`src/rtl/uart_cmd_parser_pkg.sv`:
```
// Shared constants, state encoding and frame payload for the UART command parser.
package uart_cmd_parser_pkg;

  localparam int unsigned BYTE_W = 8;

  localparam logic [BYTE_W-1:0] SYNC_BYTE    = 8'hA5;
  localparam logic [BYTE_W-1:0] RESP_BYTE    = 8'h5A;

  localparam logic [BYTE_W-1:0] CMD_WRITE    = 8'h01;
  localparam logic [BYTE_W-1:0] CMD_READ     = 8'h02;

  localparam logic [BYTE_W-1:0] STAT_OK      = 8'h00;
  localparam logic [BYTE_W-1:0] STAT_BAD_CHK = 8'h01;
  localparam logic [BYTE_W-1:0] STAT_BAD_CMD = 8'h02;

  typedef enum logic [3:0] {
    ST_HUNT,
    ST_CMD,
    ST_ADDR,
    ST_DATA,
    ST_CHK,
    ST_EXEC,
    ST_WAIT_RD,
    ST_RESP0,
    ST_RESP1,
    ST_RESP2
  } state_e;

  // Latched body of a command frame (everything between SYNC and CHK).
  typedef struct packed {
    logic [BYTE_W-1:0] cmd;
    logic [BYTE_W-1:0] addr;
    logic [BYTE_W-1:0] data;
  } frame_t;

  function automatic logic [BYTE_W-1:0] frame_chk(input frame_t f);
    return f.cmd ^ f.addr ^ f.data;
  endfunction

endpackage

```
`src/rtl/uart_cmd_parser.sv`:
```
// UART command parser: assembles 5-byte frames (A5 CMD ADDR DATA CHK) from the
// RX FIFO, performs an 8-bit register read/write and returns a 3-byte response
// (5A STATUS RDATA) to the TX FIFO.
// Ports:
//   clk, rst_n                   clock, async active-low reset
//   rx_data/rx_valid/rx_ready    RX FIFO (rx_ready is the combinational pop)
//   tx_data/tx_valid/tx_ready    TX FIFO push
//   reg_addr/reg_wdata/reg_we/reg_re/reg_rdata   register bus
//   frame_count, err_count       status counters
module uart_cmd_parser
  import uart_cmd_parser_pkg::*;
#(
  parameter int unsigned CLK_FREQ       = 60_000_000,
  parameter int unsigned TIMEOUT_CYCLES = 60_000
) (
  input  logic        clk,
  input  logic        rst_n,
  input  logic [7:0]  rx_data,
  input  logic        rx_valid,
  output logic        rx_ready,
  output logic [7:0]  tx_data,
  output logic        tx_valid,
  input  logic        tx_ready,
  output logic [7:0]  reg_addr,
  output logic [7:0]  reg_wdata,
  output logic        reg_we,
  output logic        reg_re,
  input  logic [7:0]  reg_rdata,
  output logic [15:0] frame_count,
  output logic [7:0]  err_count
);

  localparam int unsigned TO_W = $clog2(TIMEOUT_CYCLES + 1);

  // Reject parameter sets the timeout logic cannot honour.
  if (TIMEOUT_CYCLES < 16 || CLK_FREQ == 0) begin : g_param_check
    $error("uart_cmd_parser: TIMEOUT_CYCLES must be >= 16 and CLK_FREQ nonzero");
  end

  state_e            state_q, state_d;
  logic              fetch_pending_q, fetch_pending_d;
  logic [TO_W-1:0]   to_cnt_q, to_cnt_d;
  frame_t            frame_q, frame_d;
  logic [7:0]        status_q, status_d;
  logic [7:0]        rdata_q, rdata_d;
  logic [7:0]        tx_data_q, tx_data_d;
  logic              tx_valid_q, tx_valid_d;
  logic              reg_we_q, reg_we_d;
  logic              reg_re_q, reg_re_d;
  logic [15:0]       frame_count_q, frame_count_d;
  logic [7:0]        err_count_q, err_count_d;

  logic              in_frame;
  logic              receiving;
  logic              timeout_hit;
  logic              err_inc;

  assign receiving = (state_q inside {ST_HUNT, ST_CMD, ST_ADDR, ST_DATA, ST_CHK});
  assign in_frame  = (state_q inside {ST_CMD, ST_ADDR, ST_DATA, ST_CHK});
  assign rx_ready  = rx_valid && receiving && !fetch_pending_q;

  // A byte sampled this cycle beats an expiring timeout.
  assign timeout_hit = in_frame && !fetch_pending_q &&
                       (to_cnt_q == TO_W'(TIMEOUT_CYCLES - 1));

  // Next-state, datapath and registered-output decode.
  always_comb begin
    state_d         = state_q;
    fetch_pending_d = rx_ready;
    to_cnt_d        = '0;
    frame_d         = frame_q;
    status_d        = status_q;
    rdata_d         = rdata_q;
    reg_we_d        = 1'b0;
    reg_re_d        = 1'b0;
    frame_count_d   = frame_count_q;
    err_count_d     = err_count_q;
    err_inc         = 1'b0;
    tx_valid_d      = 1'b0;
    tx_data_d       = '0;

    if (in_frame && !fetch_pending_q) begin
      to_cnt_d = to_cnt_q + 1'b1;
    end

    case (state_q)
      ST_HUNT: begin
        if (fetch_pending_q && rx_data == SYNC_BYTE) state_d = ST_CMD;
      end
      ST_CMD: begin
        if (fetch_pending_q) begin
          frame_d.cmd = rx_data;
          state_d     = ST_ADDR;
        end
      end
      ST_ADDR: begin
        if (fetch_pending_q) begin
          frame_d.addr = rx_data;
          state_d      = ST_DATA;
        end
      end
      ST_DATA: begin
        if (fetch_pending_q) begin
          frame_d.data = rx_data;
          state_d      = ST_CHK;
        end
      end
      // Frame is judged as CHK arrives so the strobe can be registered for EXEC.
      ST_CHK: begin
        if (fetch_pending_q) begin
          state_d = ST_EXEC;
          rdata_d = '0;
          if (rx_data != frame_chk(frame_q)) begin
            status_d = STAT_BAD_CHK;
          end else if (frame_q.cmd == CMD_WRITE) begin
            status_d = STAT_OK;
            rdata_d  = frame_q.data;
            reg_we_d = 1'b1;
          end else if (frame_q.cmd == CMD_READ) begin
            status_d = STAT_OK;
            reg_re_d = 1'b1;
          end else begin
            status_d = STAT_BAD_CMD;
          end
        end
      end
      ST_EXEC: begin
        if (status_q != STAT_OK) begin
          err_inc = 1'b1;
          state_d = ST_RESP0;
        end else begin
          frame_count_d = frame_count_q + 16'd1;
          state_d       = reg_re_q ? ST_WAIT_RD : ST_RESP0;
        end
      end
      ST_WAIT_RD: begin
        rdata_d = reg_rdata;
        state_d = ST_RESP0;
      end
      ST_RESP0: if (tx_valid_q && tx_ready) state_d = ST_RESP1;
      ST_RESP1: if (tx_valid_q && tx_ready) state_d = ST_RESP2;
      ST_RESP2: if (tx_valid_q && tx_ready) state_d = ST_HUNT;
      default:  state_d = ST_HUNT;
    endcase

    if (timeout_hit) begin
      state_d  = ST_HUNT;
      to_cnt_d = '0;
      err_inc  = 1'b1;
    end

    if (err_inc && err_count_q != 8'hFF) begin
      err_count_d = err_count_q + 8'd1;
    end

    // TX byte follows the state being entered so it is ready from its first cycle.
    case (state_d)
      ST_RESP0: begin tx_valid_d = 1'b1; tx_data_d = RESP_BYTE; end
      ST_RESP1: begin tx_valid_d = 1'b1; tx_data_d = status_d;  end
      ST_RESP2: begin tx_valid_d = 1'b1; tx_data_d = rdata_d;   end
      default:  begin tx_valid_d = 1'b0; tx_data_d = '0;        end
    endcase
  end

  // State and output registers.
  always_ff @(posedge clk or negedge rst_n) begin
    if (!rst_n) begin
      state_q         <= ST_HUNT;
      fetch_pending_q <= 1'b0;
      to_cnt_q        <= '0;
      frame_q         <= '0;
      status_q        <= '0;
      rdata_q         <= '0;
      tx_data_q       <= '0;
      tx_valid_q      <= 1'b0;
      reg_we_q        <= 1'b0;
      reg_re_q        <= 1'b0;
      frame_count_q   <= '0;
      err_count_q     <= '0;
    end else begin
      state_q         <= state_d;
      fetch_pending_q <= fetch_pending_d;
      to_cnt_q        <= to_cnt_d;
      frame_q         <= frame_d;
      status_q        <= status_d;
      rdata_q         <= rdata_d;
      tx_data_q       <= tx_data_d;
      tx_valid_q      <= tx_valid_d;
      reg_we_q        <= reg_we_d;
      reg_re_q        <= reg_re_d;
      frame_count_q   <= frame_count_d;
      err_count_q     <= err_count_d;
    end
  end

  assign tx_data     = tx_data_q;
  assign tx_valid    = tx_valid_q;
  assign reg_addr    = frame_q.addr;
  assign reg_wdata   = frame_q.data;
  assign reg_we      = reg_we_q;
  assign reg_re      = reg_re_q;
  assign frame_count = frame_count_q;
  assign err_count   = err_count_q;

endmodule

```
`config.mk`:
```
export PLATFORM = sky130hd
export DESIGN_NAME = uart_cmd_parser
export DESIGN_NICKNAME = d
export VERILOG_FILES = /design/src/rtl/uart_cmd_parser_pkg.sv /design/src/rtl/uart_cmd_parser.sv
export SDC_FILE = /design/constraint.sdc
export NUM_CORES = 1
export LEC_CHECK = 0
export CAP_MARGIN = 25
export CORE_MARGIN = 2
export CORE_UTILIZATION = 40
export DETAILED_ROUTE_END_ITERATION = 10
export SLEW_MARGIN = 20
export SYNTH_ARGS = -nofsm -noshare
export SYNTH_HDL_FRONTEND = slang
export SYNTH_SLANG_ARGS = --single-unit
```
`constraint.sdc`:
```
create_clock -name clk -period 3.02 [get_ports clk]
set_input_delay 0.604 -clock clk [delete_from_list [all_inputs] [get_ports clk]]
set_output_delay 0.604 -clock clk [all_outputs]
set_load 0.01 [all_outputs]
```
[Word level (Yosys, flattened, before mapping)]
Cells that the tools add are included.
Cells by class
  $add $sub $neg: 3
  equal/unequal tests: 18
  multiplexer cells: 37
  bitwise operators: 3
  reduce and logical (&&, ||, !) cells: 17
Operators with widths (count)
  $mux W8: 5
  $pmux W4 S10: 1
  $mux W4: 9
  $add A16 B1 Y16 const B: 2
  $mux W16: 2
  $pmux W8 S3: 1
  $eq A4 B3 Y1 const B: 5
  $eq A16 B16 Y1 const B: 1
  $eq A4 B4 Y1 const B: 4
  $pmux W8 S2: 1
  $xor A8 B8 Y8: 2
  $mux W1: 15
  $add A8 B1 Y8 const B: 1
  $eq A4 B2 Y1 const B: 2
  $eq A8 B1 Y1 const B: 1
  $eq A8 B2 Y1 const B: 1
  $eq A8 B8 Y1 const B: 1
  $ne A8 B8 Y1: 1
  $ne A8 B8 Y1 const B: 1
  $reduce_and A2 Y1: 4
  $reduce_bool A8 Y1: 1
  $logic_and A1 B1 Y1: 7
  $mux W2: 3
  $reduce_bool A5 Y1: 1
  6 further kinds: 6
Storage, ports and cells
  flip-flop bits (word level): 96
  output and inout bits: 52

[Longest topological paths before layout]
  depth in word-level cells: 8
  gate-level depth with buffers: 8
  gate-level depth less buffers: 7

[Worst setup path before layout]
No wires, ideal clock.
  kind: input to register
  start point: in rx_data[4]
  end point: reg rdata_q[7]
  library setup time: 0.082 ns
  arrival: 2.116 ns
  data required time: 2.938 ns
  path slack: 0.823 ns
  cell stages on the path: 6
  path buffers: 0
  cell sequence: xor2_1 > o2111ai_1 > or4_4 > nor4_4 > nand2_2 > a31oi_1
Between the ends
  cells in the longest elaborated chain, start to end: 4
Ends and longest elaborated chain
  start: declaration: line uart_cmd_parser.sv:18  | input logic [7:0] rx_data,
  $ne A8 B8 Y1: line uart_cmd_parser.sv:113  | if (rx_data != frame_chk(frame_q)) begin
  $mux W8: line uart_cmd_parser.sv:113
  $mux W8: line uart_cmd_parser.sv:110  | if (fetch_pending_q) begin
  $pmux W8 S2: line uart_cmd_parser.sv:86  | case (state_q)
  via rdata_d[7]: line uart_cmd_parser.sv:45  | logic [7:0] rdata_q, rdata_d;
  end signal: assignment: line uart_cmd_parser.sv:186  | rdata_q <= rdata_d;
  end: declaration: line uart_cmd_parser.sv:45
The timed path passes the listed nets, and every way through them passes these cells.
A chain may end at the register's enable or synchronous reset.

[Worst setup path in the final report]
  start point: reg state_q[1]
  end point: out rx_ready
Between the ends
  cells in the longest elaborated chain, start to end: 4
  elaborated cells on any way between the ends: 8
  classes of those cells: eq/ne: 4; reduce/logical: 4
Ends and longest elaborated chain
  start: declaration: line uart_cmd_parser.sv:40  | state_e state_q, state_d;
  start signal: assignment: line uart_cmd_parser.sv:181  | state_q <= state_d;
  $eq A4 B1 Y1 (tied with other cells): line uart_cmd_parser.sv:58  | assign receiving = (state_q inside {ST_HUNT, ST_CMD, ST_ADDR, ST_DATA, ST_CHK});
  $reduce_bool A5 Y1 (*): line uart_cmd_parser.sv:58
  $logic_and A1 B1 Y1 (*) (2 in series): line uart_cmd_parser.sv:60  | assign rx_ready = rx_valid && receiving && !fetch_pending_q;
  end: declaration: line uart_cmd_parser.sv:20  | output logic rx_ready,
Mark *: on every way between the ends. The rest lies on a longest branch, timed or not.

==> impl_metrics.csv <==
group,metric,value,unit
setup_path,crit_start,"state_q[1]$_DFF_PN0_",
synthesis,ys.flop_type,"dfrtp_1",
timing,clock.fmax,0.388,GHz
synthesis,synth_cell_types,53,
clock_network,path_clk_slew,0.07,ns
global_route,grt_pass1_vias,3135,
floorplanning,io_pins,72,
clock_network,clock_path_buffers,2,
floorplanning,core_area,11300,µm²
floorplanning,die_h,111,µm
global_route,track_usage,0.166,
synthesis,synth_cells,406,
power,p_total,4.99,mW
drt,routed_wl,9.76,mm
synthesis,async_flop_share,1.00,
clock_network,cts_setup_buffers,0,
setup_path,reg2reg_from,"state_q[0]$_DFF_PN0_",
worst_hold_path,min_path_type,"in -> async",
setup_path,crit_buf_inv,1,
timing,drv_slew,0,
setup_path,startpoint_type,"flip-flop",
timing,setup_tns,0,ns
global_route,grt_overflow,0,
setup_path,path_delay_family,"flip-flops",
global_route,grt_max_degree,52,
drt,ant_nets,0,
layout,syn2layout_area_growth,23.9,%
synthesis,syn-num-nets,429,
drt,num_vias,3219,
place,dp_hpwl,6.98,mm
synthesis,synth_seq_area_share,0.524,
place,place_congestion,0.771,
setup_path,required,2.42,ns
drt,dr.first_iter.drc_count,118,
layout,drive_gt1_frac,0.132,
drt,wl_per_cell,15.9,µm
timing,timing.final.crit_share,0.853,
clock_network,clkLatencyLatePin,0.34,ns
setup_path,end_kind,"output port",
timing,max_slew_margin,0.523,
global_route,antenna_found_initial,0,
synthesis,avgSynthCellArea,11.3,µm²
clock_network,hold_buffers,0,
place,port-buffer-count,71,
layout,layout.nets,488,
setup_path,r2r-end,"tx_data[3]$_DFF_PN0_",
floorplanning,fp.dieArea,12300,µm²
floorplanning,rows,39,
run,max_cap_viol_count,0,
timing,hold_viol,0,
timing,rsz0062_at_grt,"false",
timing,worst_slew_pin_slew,0.710,ns
setup_path,reg2reg_slack,0.58,ns
clock_network,cts_buffers,9,
setup_path,crit_chain,"o21ai_0 -> and3_1 -> clkdlybuf4s50_1",
power,leakage,2.49,nW
drt,drc_errors,0,
drt,vias_per_cell,5.25,
synthesis,syn-cell-area,4590,µm²
synthesis,ys_seq_elements,96,
synthesis,synth_warnings,0,
setup_path,critical_path.slowest_cell,"dfrtp_1",
clock_network,htreeDepth,3,
setup_path,worstPathArrival,1.97,ns
drt,drt_first_pass_iters,4,
synthesis,synth_edf_count,0,
run_status,status,"complete, no violations",
setup_path,cp_slowest_stage_delay,0.58,ns
global_route,grt_first_pass_wirelength,16.3,mm
timing,setup_violations,0,
power,ir_drop,456,µV
setup_path,path_max_fanout,18,
clock_network,ctsRootBufferMaster,"clkbuf_16",
setup_path,path_class,"reg -> out",
power,power_density,878,nW/µm²
clock_network,cts_tree,"built",
timing,min_period,2.58,ns
setup_path,r2r_cells,7,
timing,skew,0.00706,ns
layout,nFillCells,1070,
clock_network,cts-resized-gates,0,
floorplanning,die_x,111,µm
clock_network,cts_sinks,96,
floorplanning,start_util,0.405,
layout,diodes,0,
==> placed cells by master, fill, tap and decap left out, drive strengths merged, types with 2 or more instances in the layout <==
cell,Yosys,routed
dfrtp,96,96
clkdlybuf4s50,0,70
xnor2,38,38
nor2,31,31
mux2,26,26
nand2,21,21
xor2,19,19
nand3,16,16
and3,11,11
a22o,11,11
clkbuf,9,11
nand4,10,10
a21oi,9,9
and2,9,9
o21ai,9,9
a21o,9,9
inv,8,8
buf,19,6
a221o,5,5
nor3,5,5
nor4,5,5
nor4bb,4,4
a31oi,4,4
or3,4,4
and3b,3,3
ha,3,3
clkinv,0,3
nor3b,2,2
nand2b,2,2
bufinv,0,2
==> per-layer routing <==
| metal | vias up | wire length, µm | GRT usage |
|---|---|---|---|
| met5 | - | 0 | 0 |
| met4 | 0 | 249 | 0.0749 |
| met2 | 77 | 4380 | 0.243 |
| li1 | 1536 | - | - |
| met1 | 1584 | 4810 | 0.238 |
| met3 | 22 | 321 | 0.0328 |
==> cell usage after synthesis, types with 2 or more instances <==
library cell  number  area (µm²)
nand3_1           16        80.1
mux2_2            26         293
xnor2_1           38         333
a31oi_1            4        25.0
nand2b_1           2        12.5
and3b_1            3        26.3
a221o_1            5        50.1
a21oi_1            9        45.0
a21o_2             7        61.3
nor3b_1            2        15.0
nand4_1           10        62.6
a22o_1            10        87.6
o21ai_0            8        40.0
nor2_1            30         113
xor2_1            19         166
ha_1               3        37.5
and2_1             8        50.1
nor4bb_1           4        40.0
buf_2              2        10.0
nand2_1           20        75.1
a21o_1             2        15.0
nor4_1             4        25.0
inv_1              8        30.0
or3_1              4        25.0
buf_4             17         128
and3_1            11        68.8
dfrtp_1           96        2400
nor3_1             5        25.0
clkbuf_1           9        33.8
==> stage by stage <==
stage / hold WS, ns / setup slack, ns / instance area, µm² / util / std cells
after global placement: 0.465 / 0.240 / 5350 / 0.473 / 597
after detailed placement: 0.464 / 0.116 / 5350 / 0.473 / 597
final: 0.268 / 0.443 / 5680 / 0.502 / 613
after floorplan: 0.308 / 0.823 / 4590 / - / 406
after global routing: 0.305 / 0.329 / 5680 / 0.502 / 613
after CTS: 0.294 / 0.425 / 5680 / 0.502 / 613
==> how the worst max path moves through the flow <==
| stage | to | cells after the start | slack (ns) |
|---|---|---|---|
| finish | rx_ready | 3 | 0.44 |
| global route | reg_re$_DFF_PN0_ | 6 | 0.33 |
| CTS | rx_ready | 3 | 0.43 |
| detailed placement | tx_data[0]$_DFF_PN0_ | 7 | 0.12 |
| global placement | tx_data[0]$_DFF_PN0_ | 7 | 0.24 |
| floorplan | rdata_q[7]$_DFF_PN0_ | 6 | 0.82 |
==> flip-flops by register name (all words and copies together), names as in the netlist <==
signal,cells
err_count,8
fetch_pending_q,1
frame_count,16
frame_q,8
rdata_q,8
reg_addr,8
reg_re,1
reg_wdata,8
reg_we,1
state_q,4
status_q,8
to_cnt_q,16
tx_data,8
tx_valid,1
==> power breakdown <==
part / switching, mW / internal (mW) / leakage, nW
clock: 0.478 / 0.769 / 0.165
sequential: 0.347 / 1.60 / 1.25
combinational: 0.838 / 0.959 / 1.08
==> cell type report <==
type,instances,area (µm²),area share
flip-flops and latches,96,2400,0.423
clock inverters,5,78.8,0.0139
clock buffers,11,253,0.0445
repair buffers,76,758,0.133
multi-input cells,274,1980,0.349
inverters,8,30.0,0.00528
well taps,143,179,0.0315
==> kinds of logic (layout without fill, tap and decap cells) <==
group                    Yosys count  count (layout)  synth area share
AO/OA/AOI/OAI                     55              55            0.0884
adder cells (fa/ha/maj)            3               3           0.00818
AND/OR/NAND/NOR                  132             132             0.161
buffers and inverters             36             100            0.0439
flip-flops                        96              96             0.524
XOR/XNOR                          57              57             0.109
multiplexers                      27              27            0.0660
Note: power is estimated with default switching activity, not from simulation.
